==> src/rtl/ctrl_pkg.sv <==
// ctrl_pkg : shared state encodings and trap causes for the control FSM slice.  Rev 1.0
`default_nettype none

package ctrl_pkg;

  localparam int ST_FETCH_B      = 0;
  localparam int ST_WAIT_INSTR_B = 1;
  localparam int ST_EXECUTE_B    = 2;
  localparam int ST_WAIT_UNIT_B  = 3;
  localparam int ST_FLUSH_B      = 4;
  localparam int ST_TRAP_B       = 5;
  localparam int NUM_STATES      = 6;

  typedef enum logic [NUM_STATES-1:0] {
    ST_FETCH      = 6'(1) << ST_FETCH_B,
    ST_WAIT_INSTR = 6'(1) << ST_WAIT_INSTR_B,
    ST_EXECUTE    = 6'(1) << ST_EXECUTE_B,
    ST_WAIT_UNIT  = 6'(1) << ST_WAIT_UNIT_B,
    ST_FLUSH      = 6'(1) << ST_FLUSH_B,
    ST_TRAP       = 6'(1) << ST_TRAP_B
  } state_e;

  typedef enum logic [1:0] {
    CAUSE_ILLEGAL   = 2'd0,
    CAUSE_IFETCH_TO = 2'd1,
    CAUSE_DMEM_TO   = 2'd2,
    CAUSE_IRQ       = 2'd3
  } cause_e;

  function automatic logic is_wait_state(input state_e s);
    return (s == ST_WAIT_INSTR) || (s == ST_WAIT_UNIT);
  endfunction

endpackage

`default_nettype wire

==> src/rtl/ctrl_timeout_cnt.sv <==
// ctrl_timeout_cnt : saturating response-wait counter, expired flags the last allowed cycle.  Rev 1.0
`default_nettype none

module ctrl_timeout_cnt #(
  parameter int TIMEOUT = 255
) (
  input  logic clk,
  input  logic reset,
  input  logic clear,
  input  logic enable,
  output logic expired
);

  localparam int            CW    = (TIMEOUT < 2) ? 1 : $clog2(TIMEOUT + 1);
  localparam logic [CW-1:0] LIMIT = CW'(TIMEOUT);
  localparam logic [CW-1:0] FIRE  = CW'(TIMEOUT - 1);

  logic [CW-1:0] count_q;

  always_ff @(posedge clk) begin
    if (!reset || clear) begin
      count_q <= '0;
    end else if (enable && (count_q != LIMIT)) begin
      count_q <= count_q + CW'(1);
    end
  end

  // The caller decides whether a same-cycle response overrides this.
  assign expired = enable && (count_q == FIRE);

endmodule

`default_nettype wire

==> src/rtl/ctrl_fsm_gen2.sv <==
// ctrl_fsm_gen2 : fetch/execute/wait control FSM with traps; perf counters under CTRL_FSM_PERF_CNT_EN.  Rev 1.0
`default_nettype none

module ctrl_fsm_gen2
  import ctrl_pkg::*;
#(
  parameter int NUM_FU  = 2,
  parameter int TIMEOUT = 255,
  parameter int CNT_W   = 32
) (
  input  logic              clk,
  input  logic              reset,
  input  logic              is_load,
  input  logic              is_store,
  input  logic [NUM_FU-1:0] fu_sel,
  input  logic [NUM_FU-1:0] fu_busy,
  input  logic              icache_ready,
  input  logic              dcache_ready,
  input  logic              branch_mispredict,
  input  logic              illegal_instr,
  input  logic              irq,
  output logic              pc_load_en,
  output logic              icache_req,
  output logic              dcache_ren,
  output logic              dcache_wen,
  output logic              writeback_en,
  output logic [NUM_FU-1:0] fu_op_valid,
  output logic              trap_valid,
  output logic [1:0]        trap_cause,
  output logic [5:0]        state_out,
  output logic [CNT_W-1:0]  cycle_cnt,
  output logic [CNT_W-1:0]  instr_cnt,
  output logic [CNT_W-1:0]  stall_cnt
);

  state_e            state_q, state_d, state_eff;
  cause_e            cause_q, cause_d;
  logic              wb_q, wb_d;
  logic              mem_op_q, load_op_q;
  logic [NUM_FU-1:0] fu_sel_q;
  logic              to_enable, to_clear, to_expired;
  logic              exec_ok, unit_done;

  // Outputs decode as FETCH while reset is held, whatever the register holds.
  assign state_eff = reset ? state_q : ST_FETCH;
  assign exec_ok   = (state_eff == ST_EXECUTE) && !illegal_instr;
  assign unit_done = ((fu_busy & fu_sel_q) == '0);

  assign to_enable = (state_q == ST_WAIT_INSTR) || ((state_q == ST_WAIT_UNIT) && mem_op_q);
  assign to_clear  = (state_d != state_q);

  ctrl_timeout_cnt #(
    .TIMEOUT (TIMEOUT)
  ) u_timeout (
    .clk     (clk),
    .reset   (reset),
    .clear   (to_clear),
    .enable  (to_enable),
    .expired (to_expired)
  );

  always_comb begin
    state_d = state_q;
    cause_d = cause_q;
    wb_d    = 1'b0;
    case (state_q)
      ST_FETCH: begin
        if (irq) begin
          state_d = ST_TRAP;
          cause_d = CAUSE_IRQ;
        end else begin
          state_d = ST_WAIT_INSTR;
        end
      end
      ST_WAIT_INSTR: begin
        if (icache_ready) begin
          state_d = ST_EXECUTE;
        end else if (to_expired) begin
          state_d = ST_TRAP;
          cause_d = CAUSE_IFETCH_TO;
        end
      end
      ST_EXECUTE: begin
        if (illegal_instr) begin
          state_d = ST_TRAP;
          cause_d = CAUSE_ILLEGAL;
        end else if (branch_mispredict) begin
          state_d = ST_FLUSH;
        end else if (is_load || is_store || (|fu_sel)) begin
          state_d = ST_WAIT_UNIT;
        end else begin
          state_d = ST_FETCH;
          wb_d    = 1'b1;
        end
      end
      ST_WAIT_UNIT: begin
        // A memory op waits on the data cache even if a unit was also selected.
        if (mem_op_q) begin
          if (dcache_ready) begin
            state_d = ST_FETCH;
            wb_d    = load_op_q;
          end else if (to_expired) begin
            state_d = ST_TRAP;
            cause_d = CAUSE_DMEM_TO;
          end
        end else if (unit_done) begin
          state_d = ST_FETCH;
          wb_d    = 1'b1;
        end
      end
      ST_FLUSH: state_d = ST_FETCH;
      ST_TRAP:  state_d = ST_FETCH;
      default:  state_d = ST_FETCH;
    endcase
  end

  always_ff @(posedge clk) begin
    if (!reset) begin
      state_q   <= ST_FETCH;
      cause_q   <= CAUSE_ILLEGAL;
      wb_q      <= 1'b0;
      mem_op_q  <= 1'b0;
      load_op_q <= 1'b0;
      fu_sel_q  <= '0;
    end else begin
      state_q <= state_d;
      cause_q <= cause_d;
      wb_q    <= wb_d;
      if (state_q == ST_EXECUTE) begin
        mem_op_q  <= is_load || is_store;
        load_op_q <= is_load;
        fu_sel_q  <= fu_sel;
      end
    end
  end

  assign icache_req   = (state_eff == ST_FETCH);
  assign pc_load_en   = exec_ok || (state_eff == ST_FLUSH) || (state_eff == ST_TRAP);
  assign dcache_ren   = exec_ok && is_load;
  assign dcache_wen   = exec_ok && is_store;
  assign fu_op_valid  = {NUM_FU{exec_ok}} & fu_sel;
  assign trap_valid   = (state_eff == ST_TRAP);
  assign trap_cause   = cause_q;
  assign writeback_en = wb_q;
  assign state_out    = state_eff;

`ifdef CTRL_FSM_PERF_CNT_EN
  logic [CNT_W-1:0] cycle_cnt_q, instr_cnt_q, stall_cnt_q;

  // Retired instructions are counted on the same edge that raises writeback_en.
  always_ff @(posedge clk) begin
    if (!reset) begin
      cycle_cnt_q <= '0;
      instr_cnt_q <= '0;
      stall_cnt_q <= '0;
    end else begin
      cycle_cnt_q <= cycle_cnt_q + CNT_W'(1);
      if (wb_d) begin
        instr_cnt_q <= instr_cnt_q + CNT_W'(1);
      end
      if (is_wait_state(state_q)) begin
        stall_cnt_q <= stall_cnt_q + CNT_W'(1);
      end
    end
  end

  assign cycle_cnt = cycle_cnt_q;
  assign instr_cnt = instr_cnt_q;
  assign stall_cnt = stall_cnt_q;
`else
  assign cycle_cnt = '0;
  assign instr_cnt = '0;
  assign stall_cnt = '0;
`endif

endmodule

`default_nettype wire

==> config.mk <==
export PLATFORM = sky130hd
export DESIGN_NAME = ctrl_fsm_gen2
export DESIGN_NICKNAME = d
export VERILOG_FILES = /design/src/rtl/ctrl_pkg.sv /design/src/rtl/ctrl_timeout_cnt.sv /design/src/rtl/ctrl_fsm_gen2.sv
export SDC_FILE = /design/constraint.sdc
export NUM_CORES = 1
export LEC_CHECK = 0
export ABC_AREA = 1
export CAP_MARGIN = 25
export CORE_ASPECT_RATIO = 0.75
export CORE_MARGIN = 4
export CORE_UTILIZATION = 35
export DETAILED_ROUTE_END_ITERATION = 16
export PLACE_DENSITY_LB_ADDON = 0.25
export SLEW_MARGIN = 40
export SYNTH_ARGS = -nofsm -noshare
export SYNTH_HDL_FRONTEND = slang
export SYNTH_SLANG_ARGS = --single-unit
==> constraint.sdc <==
create_clock -name clk -period 1.8 [get_ports clk]
set_input_delay 0.54 -clock clk [delete_from_list [all_inputs] [get_ports clk]]
set_output_delay 0.54 -clock clk [all_outputs]
set_load 0.01 [all_outputs]
==> results.toml <==
[power_and_ir_drop]
comb_power_share_pct = 29.1
leakagePower_uw = 0.00117
switchingPower_uw = 366
p_clk_share_pct = 27.4
peakVddDrop_v = 0.000332
seq_power_share_pct = 43.6
switching_share_pct = 32.5
p_int_uw = 760
power_density_nw_per_um2 = 502
total_power_uw = 1130

[cells_and_area]
nFillCells = 556
antenna_cells = 0
layout_commonest_cell = "conb_1"
layout.cells.non_filler = 409
syn_to_final_growth_pct = 14.5
drive_above_1_share_pct = 24.6
fin_nets = 350
layout_common_cells = "conb_1, nand2_1, buf_4"

[setup_path]
crit_family = "simple AND/OR/NAND/NOR gates"
cp_slowest_cell = "dfxtp_2"
critPathMaxFanout = 5
critPathBufInv = 1
required_ns = 1.26
worstSetupPathType = "reg2out"
startpoint_type = "flop"
slowest_delay_ns = 0.34
crit_chain = "nor2_4 > nand4_1 > nor2_2 > nand2_2 > nor2_1 > buf_2"
worstPathArrival_ns = 1.36
cp.depth = 6
end_kind = "primary output"
r2r.worst_path.cells = 10

[sta]
drv_slew = 0
hold_violations = 0
setup_violations = 6
skew_ns = 0.00321
fmax_mhz = 526
timing.hold.ws_ns = 0.495
rsz0062_at_grt = "yes"
setup_ws_ns = -0.101
timing.final.crit_share_pct = 106
finalCriticalPeriod_ns = 1.90

[synth]
yosysWarnings = 0
synth_compound_area_share_pct = 5.63
ys_ff_latch = 21
synth-adder-area-share_pct = 1.28
netlist_area_um2 = 1960
syn_inst = 274
syn_avg_cell_area_um2 = 7.14
yosysSeqAreaShare_pct = 21.5
synthMuxAreaShare_pct = 0
synth_top_family_by_area = "buffers and inverters"
synthSimpleGateAreaFrac_pct = 27.5
synth_cell_types = 32
synth_xor_area_share_pct = 1.34

[clock_tree]
cts_root_buffer = "clkbuf_8"
h-tree-depth = 1
path_clk_slew_ns = 0.08
cts_inserted_buffers = 3
cts_tree = "yes"
clock_latency_ns = 0.26
clock_path_buffers = 2
cts_sinks = 21

[routing]
wl_mm = 3.99
drc = 0
drt_iter0_drc = 109
num_vias = 1529
wl_per_cell_um = 9.76
antenna_left = 0
first_pass_iters = 6
viasPerCell = 3.74

[min_path]
hp-class = "reg2reg"
min_path_cells = 2

[place]
portBuffers = 28
dp_hpwl_mm = 3.29
gp_congestion = 0.796
dpl.cell_count = 399

[floorplanning]
fp.coreArea_um2 = 5380
rows = 23
die_h_um = 72.8
dieArea_um2 = 6860
io_pins = 125
initial_core_util_pct = 36.4
die_w_um = 94.3

[global_route]
grt_overflow = 0
antenna_found_initial = 0
grt_pass1_wl_mm = 6.07
grt.total_usage_pct = 11.0
grt_pass1_vias = 1301
grt_max_degree = 12

[outcome]
outcome = "finished with violations"
failed_checks = "negative setup slack"

[flow_run]
max_cap_violations = 0
-- cell usage after synthesis --
cell      instances  area share, %
a21oi_1          15            3.8
a22o_1            1           0.45
buf_4            96             37
clkbuf_1          1           0.19
conb_1            1           0.19
dfxtp_1          21             21
ha_1              2            1.3
inv_1            26            5.0
inv_2             3           0.58
nand2_1          36            6.9
nand2_2           2           0.64
nand2_4           2            1.2
nand3_1          13            3.3
nand3_2           1           0.51
nand3_4           2            1.8
nand3b_1          2           0.77
nand4_1           3           0.96
nand4_4           1            1.1
nor2_1           22            4.2
nor2_2            1           0.32
nor2_4            3            1.7
nor3_1            6            1.5
nor3_2            1           0.51
nor3b_2           1           0.64
nor4_1            1           0.32
o21ai_0           4            1.0
o22ai_1           1           0.32
or2_0             1           0.32
or2_2             1           0.32
or2_4             1           0.45
xnor2_1           1           0.45
xor2_1            2           0.90
-- cell families after synthesis --
logic type | after synthesis
flip-flops | 21
buffers and inverters | 126
AND/OR/NAND/NOR | 100
XOR/XNOR | 3
adder cells (fa/ha/maj) | 2
AO/OA/AOI/OAI | 21
other | 1
-- sequential cells by signal (all words and copies together), names as in the netlist --
register           count
mem_op_q               1
state_q                6
trap_cause             2
load_op_q              1
u_timeout.count_q      8
fu_sel_q               2
writeback_en           1
-- path summary, 6_finish.rpt --
| kind | startpoint | to | slack [ns] |
|---|---|---|---|
| setup / recovery | state_q[0] | dcache_wen | -0.10 |
| hold / removal | trap_cause[0] | trap_cause[0] | 0.49 |
| setup reg to reg | state_q[0] | u_timeout.count_q[4] | 0.16 |
| hold reg to reg | trap_cause[0] | trap_cause[0] | 0.49 |
-- per-stage QoR --
stage | util [%] | setup slack [ns] | cell area [µm²] | setup TNS [ns]
floorplan | - | 0.0470 | 2320 | 0
global placement | 39.9 | -0.845 | 2150 | -8.86
detailed placement | 39.9 | -0.867 | 2150 | -8.89
CTS | 41.1 | -0.125 | 2210 | -0.608
global route | 41.6 | -0.194 | 2240 | -1.04
finish | 41.6 | -0.101 | 2240 | -0.478
-- area by class of cell --
class,instances,area [µm²],area share [%]
flip-flops and latches,21,427,19.0
well taps,75,93.8,4.19
clock buffers,4,45.0,2.01
inverters,29,109,4.86
repair buffers,58,442,19.7
multi-input cells,222,1120,50.2
-- metal layers --
layer  wire, µm  up-vias  track usage (%)
met5          0        -                0
met4         31        0             2.40
met3        414        2             2.16
met2       1840       74             17.8
met1       1710      668             15.3
li1           -      785                -
-- worst reg2reg max path, stage by stage, from the launching register on --
cell and delay [ns]:
dfxtp_2 0.34, nor2_4 0.11, buf_4 0.11, buf_4 0.09, buf_4 0.11, nand3_1 0.14, nor2_2 0.13, nand2_1 0.11
nand3_4 0.11, nand3_4 0.13, nor3_2 0.19
-- power by group through the flow --
stage / combinational (µW) / clock (µW) / sequential [µW]
5_1_grt: 362 / 341 / 492
4_1_cts: 302 / 319 / 488
3_5_place_dp: 296 / 0 / 497
2_1_floorplan: 322 / 0 / 501
6_report: 327 / 308 / 490
3_3_place_gp: 295 / 0 / 497
-- timing repair --
| item | CTS | global route |
|---|---|---|
| buffers inserted | 4 | 2 |
| pin swaps | 6 | 6 |
| setup endpoints to repair | 13 | 13 |
| hold buffers | 0 | 0 |
| gates resized for setup | 57 | 17 |
No activity file was read; power rests on OpenSTA's default activity.
